## src/rtl/reg_context_engine_pkg.sv

```systemverilog
// Shared types and width defaults for the register context engine.
// Holds FSM state encoding and register file width defaults.
package reg_context_engine_pkg;

  localparam int DEF_BIT_WIDTH       = 32;
  localparam int DEF_REG_INDEX_WIDTH = 4;

  typedef enum logic [1:0] {
    ST_IDLE    = 2'd0,
    ST_SAVE    = 2'd1,
    ST_RESTORE = 2'd2,
    ST_FIN     = 2'd3
  } ctx_state_e;

endpackage

```

## src/rtl/reg_context_xor.sv

```systemverilog
// Running XOR accumulator of context data words.
// Ports: clk, reset (async high), i_clr, i_en, i_data, o_acc.
module reg_context_xor
  import reg_context_engine_pkg::*;
#(
  parameter int BIT_WIDTH = DEF_BIT_WIDTH
) (
  input  logic                 clk,
  input  logic                 reset,
  input  logic                 i_clr,
  input  logic                 i_en,
  input  logic [BIT_WIDTH-1:0] i_data,
  output logic [BIT_WIDTH-1:0] o_acc
);

  logic [BIT_WIDTH-1:0] r_acc;

  always_ff @(posedge clk or posedge reset) begin
    if (reset) begin
      r_acc <= '0;
    end else if (i_clr) begin
      r_acc <= '0;
    end else if (i_en) begin
      r_acc <= r_acc ^ i_data;
    end
  end

  assign o_acc = r_acc;

endmodule

```

## src/rtl/reg_context_engine.sv

```systemverilog
// Register context save/restore engine: streams all N registers out
// (save) or in (restore) in ascending index order, one word per cycle.
// Ports: clk, reset (async high), cmd_valid/cmd_save/cmd_ready command,
// rf_rd_ind/rf_rd_data read port, rf_wr_en/rf_wr_ind/rf_wr_data write
// port, out_* save stream, in_* restore stream, done pulse, err (sticky).
// Macro REG_CONTEXT_CHECKSUM_EN adds an XOR checksum word and err port.
module reg_context_engine
  import reg_context_engine_pkg::*;
#(
  parameter int BIT_WIDTH       = DEF_BIT_WIDTH,
  parameter int REG_INDEX_WIDTH = DEF_REG_INDEX_WIDTH
) (
  input  logic                       clk,
  input  logic                       reset,
  input  logic                       cmd_valid,
  input  logic                       cmd_save,
  output logic                       cmd_ready,
  output logic [REG_INDEX_WIDTH-1:0] rf_rd_ind,
  input  logic [BIT_WIDTH-1:0]       rf_rd_data,
  output logic                       rf_wr_en,
  output logic [REG_INDEX_WIDTH-1:0] rf_wr_ind,
  output logic [BIT_WIDTH-1:0]       rf_wr_data,
  output logic                       out_valid,
  input  logic                       out_ready,
  output logic [BIT_WIDTH-1:0]       out_data,
  input  logic                       in_valid,
  output logic                       in_ready,
  input  logic [BIT_WIDTH-1:0]       in_data,
  output logic                       done
`ifdef REG_CONTEXT_CHECKSUM_EN
  ,
  output logic                       err
`endif
);

  localparam logic [REG_INDEX_WIDTH-1:0] IDX_LAST = '1;
  localparam logic [REG_INDEX_WIDTH-1:0] IDX_ONE  =
    REG_INDEX_WIDTH'(1);

  ctx_state_e                 r_state;
  ctx_state_e                 w_state_nx;
  logic [REG_INDEX_WIDTH-1:0] r_idx;
  logic [REG_INDEX_WIDTH-1:0] w_idx_nx;
  logic                       w_accept;
  logic                       w_out_hs;
  logic                       w_in_hs;
  logic                       w_hs;
  logic                       w_last;

  assign w_out_hs = (r_state == ST_SAVE) && out_ready;
  assign w_in_hs  = (r_state == ST_RESTORE) && in_valid;
  assign w_hs     = w_out_hs | w_in_hs;
  assign w_last   = (r_idx == IDX_LAST);

`ifdef REG_CONTEXT_CHECKSUM_EN
  // r_ck marks the extra checksum-word phase after index N-1.
  logic                 r_ck;
  logic                 w_ck_nx;
  logic                 r_err;
  logic                 w_err_nx;
  logic [BIT_WIDTH-1:0] w_acc;
  logic [BIT_WIDTH-1:0] w_word;

  assign w_word = (r_state == ST_SAVE) ? rf_rd_data : in_data;

  reg_context_xor #(
    .BIT_WIDTH(BIT_WIDTH)
  ) u_xor (
    .clk   (clk),
    .reset (reset),
    .i_clr (w_accept),
    .i_en  (w_hs & ~r_ck),
    .i_data(w_word),
    .o_acc (w_acc)
  );

  always_ff @(posedge clk or posedge reset) begin
    if (reset) begin
      r_ck  <= 1'b0;
      r_err <= 1'b0;
    end else begin
      r_ck  <= w_ck_nx;
      r_err <= w_err_nx;
    end
  end

  assign err      = r_err;
  assign out_data = r_ck ? w_acc : rf_rd_data;
  assign rf_wr_en = w_in_hs & ~r_ck;
`else
  assign out_data = rf_rd_data;
  assign rf_wr_en = w_in_hs;
`endif

  assign rf_rd_ind  = r_idx;
  assign rf_wr_ind  = r_idx;
  assign rf_wr_data = in_data;

  always_ff @(posedge clk or posedge reset) begin
    if (reset) begin
      r_state <= ST_IDLE;
      r_idx   <= '0;
    end else begin
      r_state <= w_state_nx;
      r_idx   <= w_idx_nx;
    end
  end

  always_comb begin
    w_state_nx = r_state;
    w_idx_nx   = r_idx;
    w_accept   = 1'b0;
    cmd_ready  = 1'b0;
    out_valid  = 1'b0;
    in_ready   = 1'b0;
    done       = 1'b0;
`ifdef REG_CONTEXT_CHECKSUM_EN
    w_ck_nx    = r_ck;
    w_err_nx   = r_err;
`endif
    unique case (r_state)
      ST_IDLE: begin
        cmd_ready = 1'b1;
        if (cmd_valid) begin
          w_accept   = 1'b1;
          w_idx_nx   = '0;
          w_state_nx = cmd_save ? ST_SAVE : ST_RESTORE;
`ifdef REG_CONTEXT_CHECKSUM_EN
          w_ck_nx    = 1'b0;
          w_err_nx   = 1'b0;
`endif
        end
      end
      ST_SAVE, ST_RESTORE: begin
        out_valid = (r_state == ST_SAVE);
        in_ready  = (r_state == ST_RESTORE);
        if (w_hs) begin
`ifdef REG_CONTEXT_CHECKSUM_EN
          if (r_ck) begin
            w_state_nx = ST_FIN;
            if ((r_state == ST_RESTORE) && (in_data != w_acc)) begin
              w_err_nx = 1'b1;
            end
          end else if (w_last) begin
            // idx stays at N-1; no wrap.
            w_ck_nx = 1'b1;
          end else begin
            w_idx_nx = r_idx + IDX_ONE;
          end
`else
          if (w_last) begin
            w_state_nx = ST_FIN;
          end else begin
            w_idx_nx = r_idx + IDX_ONE;
          end
`endif
        end
      end
      ST_FIN: begin
        done       = 1'b1;
        w_state_nx = ST_IDLE;
      end
    endcase
  end

endmodule

```

## config.mk

```make
export PLATFORM = sky130hd
export DESIGN_NAME = reg_context_engine
export DESIGN_NICKNAME = d
export VERILOG_FILES = /design/src/rtl/reg_context_engine_pkg.sv /design/src/rtl/reg_context_xor.sv /design/src/rtl/reg_context_engine.sv
export SDC_FILE = /design/constraint.sdc
export NUM_CORES = 1
export LEC_CHECK = 0
export CORE_AREA = 10 10 79 81
export CTS_CLUSTER_DIAMETER = 200
export DETAILED_ROUTE_END_ITERATION = 6
export DIE_AREA = 0 0 89 91
export PLACE_DENSITY = 0.79
export RECOVER_POWER = 50
export SLEW_MARGIN = 20
export SYNTH_ARGS = -nofsm -noshare
export SYNTH_HDL_FRONTEND = slang
export SYNTH_SLANG_ARGS = --single-unit
```

## constraint.sdc

```tcl
create_clock -name clk -period 1.6 [get_ports clk]
set_input_delay 0.32 -clock clk [delete_from_list [all_inputs] [get_ports clk]]
set_output_delay 0.32 -clock clk [all_outputs]
set_load 0.01 [all_outputs]
```

# After elaboration in Yosys (flattened, before gate mapping)
# Index checks and enable logic that the tools add are counted.
[totals] out_inout_bits=77 input_bits=70 word_cells=32 ff_bits=6
[op_classes] reduce_logical=7 eq_ne=8 muxes=13 bitwise_logic=1 add_sub_neg=1
[op_table] cell="4-bit 2-to-1 mux" count=3
[op_table] cell="2-bit 2-to-1 mux" count=4
[op_table] cell="2-bit != test (second input constant)" count=4
[op_table] cell="4-bit case mux with 2 select lines" count=1
[op_table] cell="2-bit case mux with 3 select lines" count=1
[op_table] cell="4-bit by 1-bit adder with 4-bit output (second input constant)" count=1
[op_table] cell="2-bit == test (second input constant)" count=2
[op_table] cell="4-bit == test (second input constant)" count=1
[op_table] cell="1-bit 2-to-1 mux" count=4
[op_table] cell="4-bit AND reduction" count=1
[op_table] cell="3-bit AND reduction" count=1
[op_table] cell="2-bit by 1-bit == test with 1-bit output (second input constant)" count=1
[op_table] cell="1-bit logical AND" count=2
[op_table] cell="2-bit zero test" count=1
[op_table] cell="2-bit nonzero test" count=1
[op_table] cell="2-bit OR reduction" count=1
[op_table] cell="1-bit OR" count=1

# Longest topological paths before layout
[depth] depth_word=5 mapped_depth=6 mapped_depth_nobuf=6

# Least setup slack after synthesis
# OpenSTA, ideal clock, no wires.
[synth_path] path_kind="register -> register" startpoint="register r_state[0]" endpoint="register r_idx[3], in the netlist rf_rd_ind[3]" setup_time_ns=0.122 arrival_time_ns=1.514 period_less_slack_ns=1.636 n_path_buf=1 stages_incl_launch_ff=7 required_time_ns=1.478 slack_ns=-0.036 cell_sequence="dfrtp_1 > inv_1 > ha_1 > buf_4 > o21a_1 > and2_4 > a32o_1"
[synth_between] elab_chain_len=5 elab_cells_between_ends=13 classes_between="eq/ne: 5; mux: 1; bitwise: 1; reduce/logical: 6"
[synth_rtl] element="start: declaration" line="reg_context_engine.sv:40" source="ctx_state_e r_state;"
[synth_rtl] element="start signal: assignment" line="reg_context_engine.sv:104" source="r_state <= w_state_nx;"
[synth_rtl] element="2-bit by 1-bit == test with 1-bit output / 2-bit == test (equally long branches)" line="reg_context_engine.sv:50, reg_context_engine.sv:121, reg_context_engine.sv:51"
[synth_rtl] element="1-bit logical AND, on equally long branches" line="reg_context_engine.sv:50, reg_context_engine.sv:51"
[synth_rtl] element="1-bit OR" line="reg_context_engine.sv:52" source="assign w_hs = w_out_hs | w_in_hs;"
[synth_rtl] element="2-bit != test (no line)"
[synth_rtl] element="4-bit AND reduction (no line)"
[synth_rtl] element="end signal: assignment" line="reg_context_engine.sv:105" source="r_idx <= w_idx_nx;"
[synth_rtl] element="end: declaration" line="reg_context_engine.sv:42" source="logic [REG_INDEX_WIDTH-1:0] r_idx;"
# Several ways; a longest one is shown, not always the timed one.
# A chain may end at the register's enable or synchronous reset.

# Final worst setup path
[layout_path] startpoint="register r_state[1]" endpoint="register r_state[0]"
[layout_between] elab_chain_len=5 elab_cells_between_ends=13 classes_between="eq/ne: 6; mux: 1; bitwise: 1; reduce/logical: 5"
[layout_rtl] element="2-bit by 1-bit == test with 1-bit output / 2-bit == test (equally long branches)" line="reg_context_engine.sv:50, reg_context_engine.sv:121, reg_context_engine.sv:51"
[layout_rtl] element="1-bit logical AND, on equally long branches" line="reg_context_engine.sv:50, reg_context_engine.sv:51"
[layout_rtl] element="1-bit OR" line="reg_context_engine.sv:52"
[layout_rtl] element="2-bit != test (no line)"
[layout_rtl] element="3-bit AND reduction (no line)"
# Several ways; a longest one is shown, not always the timed one.

==> summary.md <==
| Metric | Value |
|---|---|
| Outcome | finished, final reports clean |
| GRT Max-Usage Layer | met2 |
| Slowest CP cell | dfrtp_1 |
| HP Class | primary input to asynchronous set/reset pin |
| RSZ-0062 raised after global routing | yes |
| Crit path largest cell delay | 0.42 ns |
| Yosys warnings | 0 |
| HPWL after detailed placement | 1410 um |
| Post-Syn Nets | 190 |
| Number of diodes | 0 |
| Antenna viol nets, final | 0 |
| Io pins | 147 |
| Initial antenna violation count | 0 |
| Drt drc | 0 |
| Sequential area share after synthesis | 15.5% |
| Final Critical Period | 1.57 ns |
| Final period util | 98.1% |
| Commonest non-fill, non-tap cell in the layout | buf_4 |
| Arr. time, crit path | 1.71 ns |
| Drt wl/cell | 13.5 um |
| CP Capture Type | flip-flop |
| H-tree levels | 1 |
| Synth Instances | 113 |
| FILL cells | 502 |
| Fmax | 637 MHz |
| Total track usage | 4.25% |
| Die area | 8100 um^2 |
| CTS Buffer Depth | 2 |
| Max cap viols | 0 |
| Remaining Overflow, GRT | 0 |
| Final GP Congestion | 0.730 |
| Dpl cells | 127 |
| CTS tree | yes |
| CP Buf/Inv Count | 2 |
| Commonest cells after routing, fill and taps aside | buf_4 (13), clkdlybuf4s50_1 (12), nand3_1 (5) |
| Post-synth cell types | 21 |
| Final nets | 159 |
| Endpoints failing setup | 0 |
| Crit path kind | flip-flop to flip-flop |
| Final Hold Vio Count | 0 |
| Skew-Pair Late Insertion Delay | 0.22 ns |
| Die X | 89 um |
| CTS Hold Bufs | 0 |
| Clk root buf | clkbuf_8 |
| Cell area power density | 2380 nW/um^2 |
| Final wirelength | 1810 um |
| Slew @ Worst Pin | 0.246 ns |
| Vias per Instance | 3.89 |
| GRT met1 Usage | 3.22% |
| Pleak | 0.381 nW |
| Layout Skew | 0.000712 ns |
| Initial DRC Count | 14 |
| Critical-path maximum fanout | 4 |
| CTS sink count | 6 |
| Worst path cell trace | inv_2, ha_4, buf_6, a21oi_4, a21boi_4, mux2i_1 |
| Synthesized area | 967 um^2 |
| Worst setup SP type | flip-flop |
| Synthesized area per cell | 8.56 um^2 |
| Clock slew at reported path FFs | 0.03 ns |
| Pre-antenna DRT Iters | 4 |
| Largest net degree at the start of global routing | 8 |
| Slew Limit Fails | 0 |
| First-pass GRT wire length | 2550 um |
| Starting Density | 20.8% |
| Peak supply drop | 401 uV |
| Cts bufs inserted | 3 |
| Port bufs | 18 |
| Worst path required time | 1.74 ns |
| Core Rows | 25 |
| #FFs+latches synth | 6 |
| Layout area overhead | -5.95% |
| Via Count | 521 |
| Met3 usage | 2.86% |
| Layout cells sized above 1 | 43.8% |
| Rel. slew slack | 83.6% |
| WHS | 0.459 ns |
| Core Box Area | 4660 um^2 |
| Met2 GRT Util | 6.10% |
| Overall die height | 91 um |
| Number of global-route vias before repair | 534 |
| Crit path max-delay family | flip-flops |
| Final Non-Filler Cells | 134 |
==> report_power, final <==
part | switching (W) | internal [W] | total [W]
clock | 0.0000641 | 0.000161 | 0.000226
combinational | 0.000682 | 0.000930 | 0.00161
sequential | 0.0000958 | 0.000232 | 0.000327
==> routing by layer <==
layer	wire length [um]	vias to the layer above
met5	0	-
met4	119	0
met3	256	26
met2	832	26
met1	599	239
li1	-	230
==> logic make-up (layout without fill, tap and decap cells) <==
group                    after synthesis  in the layout  share of synthesized area (%)
adder cells (fa/ha/maj)                7              7                           9.06
AND/OR/NAND/NOR                       15             15                           8.80
AO/OA/AOI/OAI                          8              8                           7.37
flip-flops                             6              6                           15.5
buffers and inverters                 73             40                           55.1
multiplexers                           4              4                           4.14
==> synth_stat cells, drive strengths merged <==
cell,number,area (um^2)
nand2b,2,12.5
mux2i,4,40.0
nand4,2,12.5
dfrtp,6,150
a22oi,1,7.51
nand2,2,7.51
inv,4,15.0
nor2b,1,8.76
a21boi,1,11.3
a21oi,1,16.3
a32o,1,10.0
nand3,5,25.0
and2,2,15.0
ha,7,87.6
nor2,1,3.75
buf,69,518
o21a,1,7.51
o2bb2ai,1,8.76
o21ai,2,10.0
==> path summary, 6_finish.rpt <==
| kind | slack [ns] | startpoint | end | depth (start not counted) |
|---|---|---|---|---|
| worst min-delay path | 0.46 | reset | r_state[1] | 2 |
| worst max register to register | 0.03 | r_state[1] | r_state[0] | 6 |
| worst min register to register | 0.54 | rf_rd_ind[0] | rf_rd_ind[0] | 1 |
| min in group clk | 0.54 | rf_rd_ind[0] | rf_rd_ind[0] | 1 |
| max in group asynchronous | 0.92 | reset | rf_rd_ind[0] | 2 |
| worst max-delay path | 0.03 | r_state[1] | r_state[0] | 6 |
==> area by class of cell <==
| cell class | count | area [um^2] | share of cell area [%] |
|---|---|---|---|
| flip-flops and latches | 6 | 155 | 17.1 |
| repair buffers | 33 | 290 | 31.9 |
| clock buffers | 3 | 41.3 | 4.54 |
| multi-input cells | 34 | 338 | 37.1 |
| inverters | 4 | 17.5 | 1.93 |
| well taps | 54 | 67.6 | 7.43 |
==> per-stage QoR <==
step                      total power, W  instance area [um^2]  setup slack (ns)  utilization [%]  TNS (ns)
final                            0.00217                   910            0.0311             19.5         0
after global routing             0.00233                   910           -0.0497             19.5    -0.184
after CTS                        0.00198                   838           -0.0179             18.0   -0.0340
after detailed placement         0.00170                   779            -0.183             16.7    -0.526
after global placement           0.00167                   779            -0.156             16.7    -0.373
after floorplan                  0.00127                   971          0.000233                -         0
==> flip-flops by register name, summed over array words and instances, names as in the netlist <==
name / flops
rf_rd_ind: 4
r_state: 2
==> worst register-to-register path, stage by stage (launching register included) <==
cell and delay (ns):
dfrtp_1 0.42, inv_2 0.14, ha_4 0.23, buf_6 0.12, a21oi_4 0.17, a21boi_4 0.22
mux2i_1 0.19
==> repair_timing <==
item,4_1_cts,5_1_grt
buffers inserted,0,5
pin swaps,0,4
setup endpoints to repair,12,12
resized for setup,11,17
(Power assumes the default switching activity.)
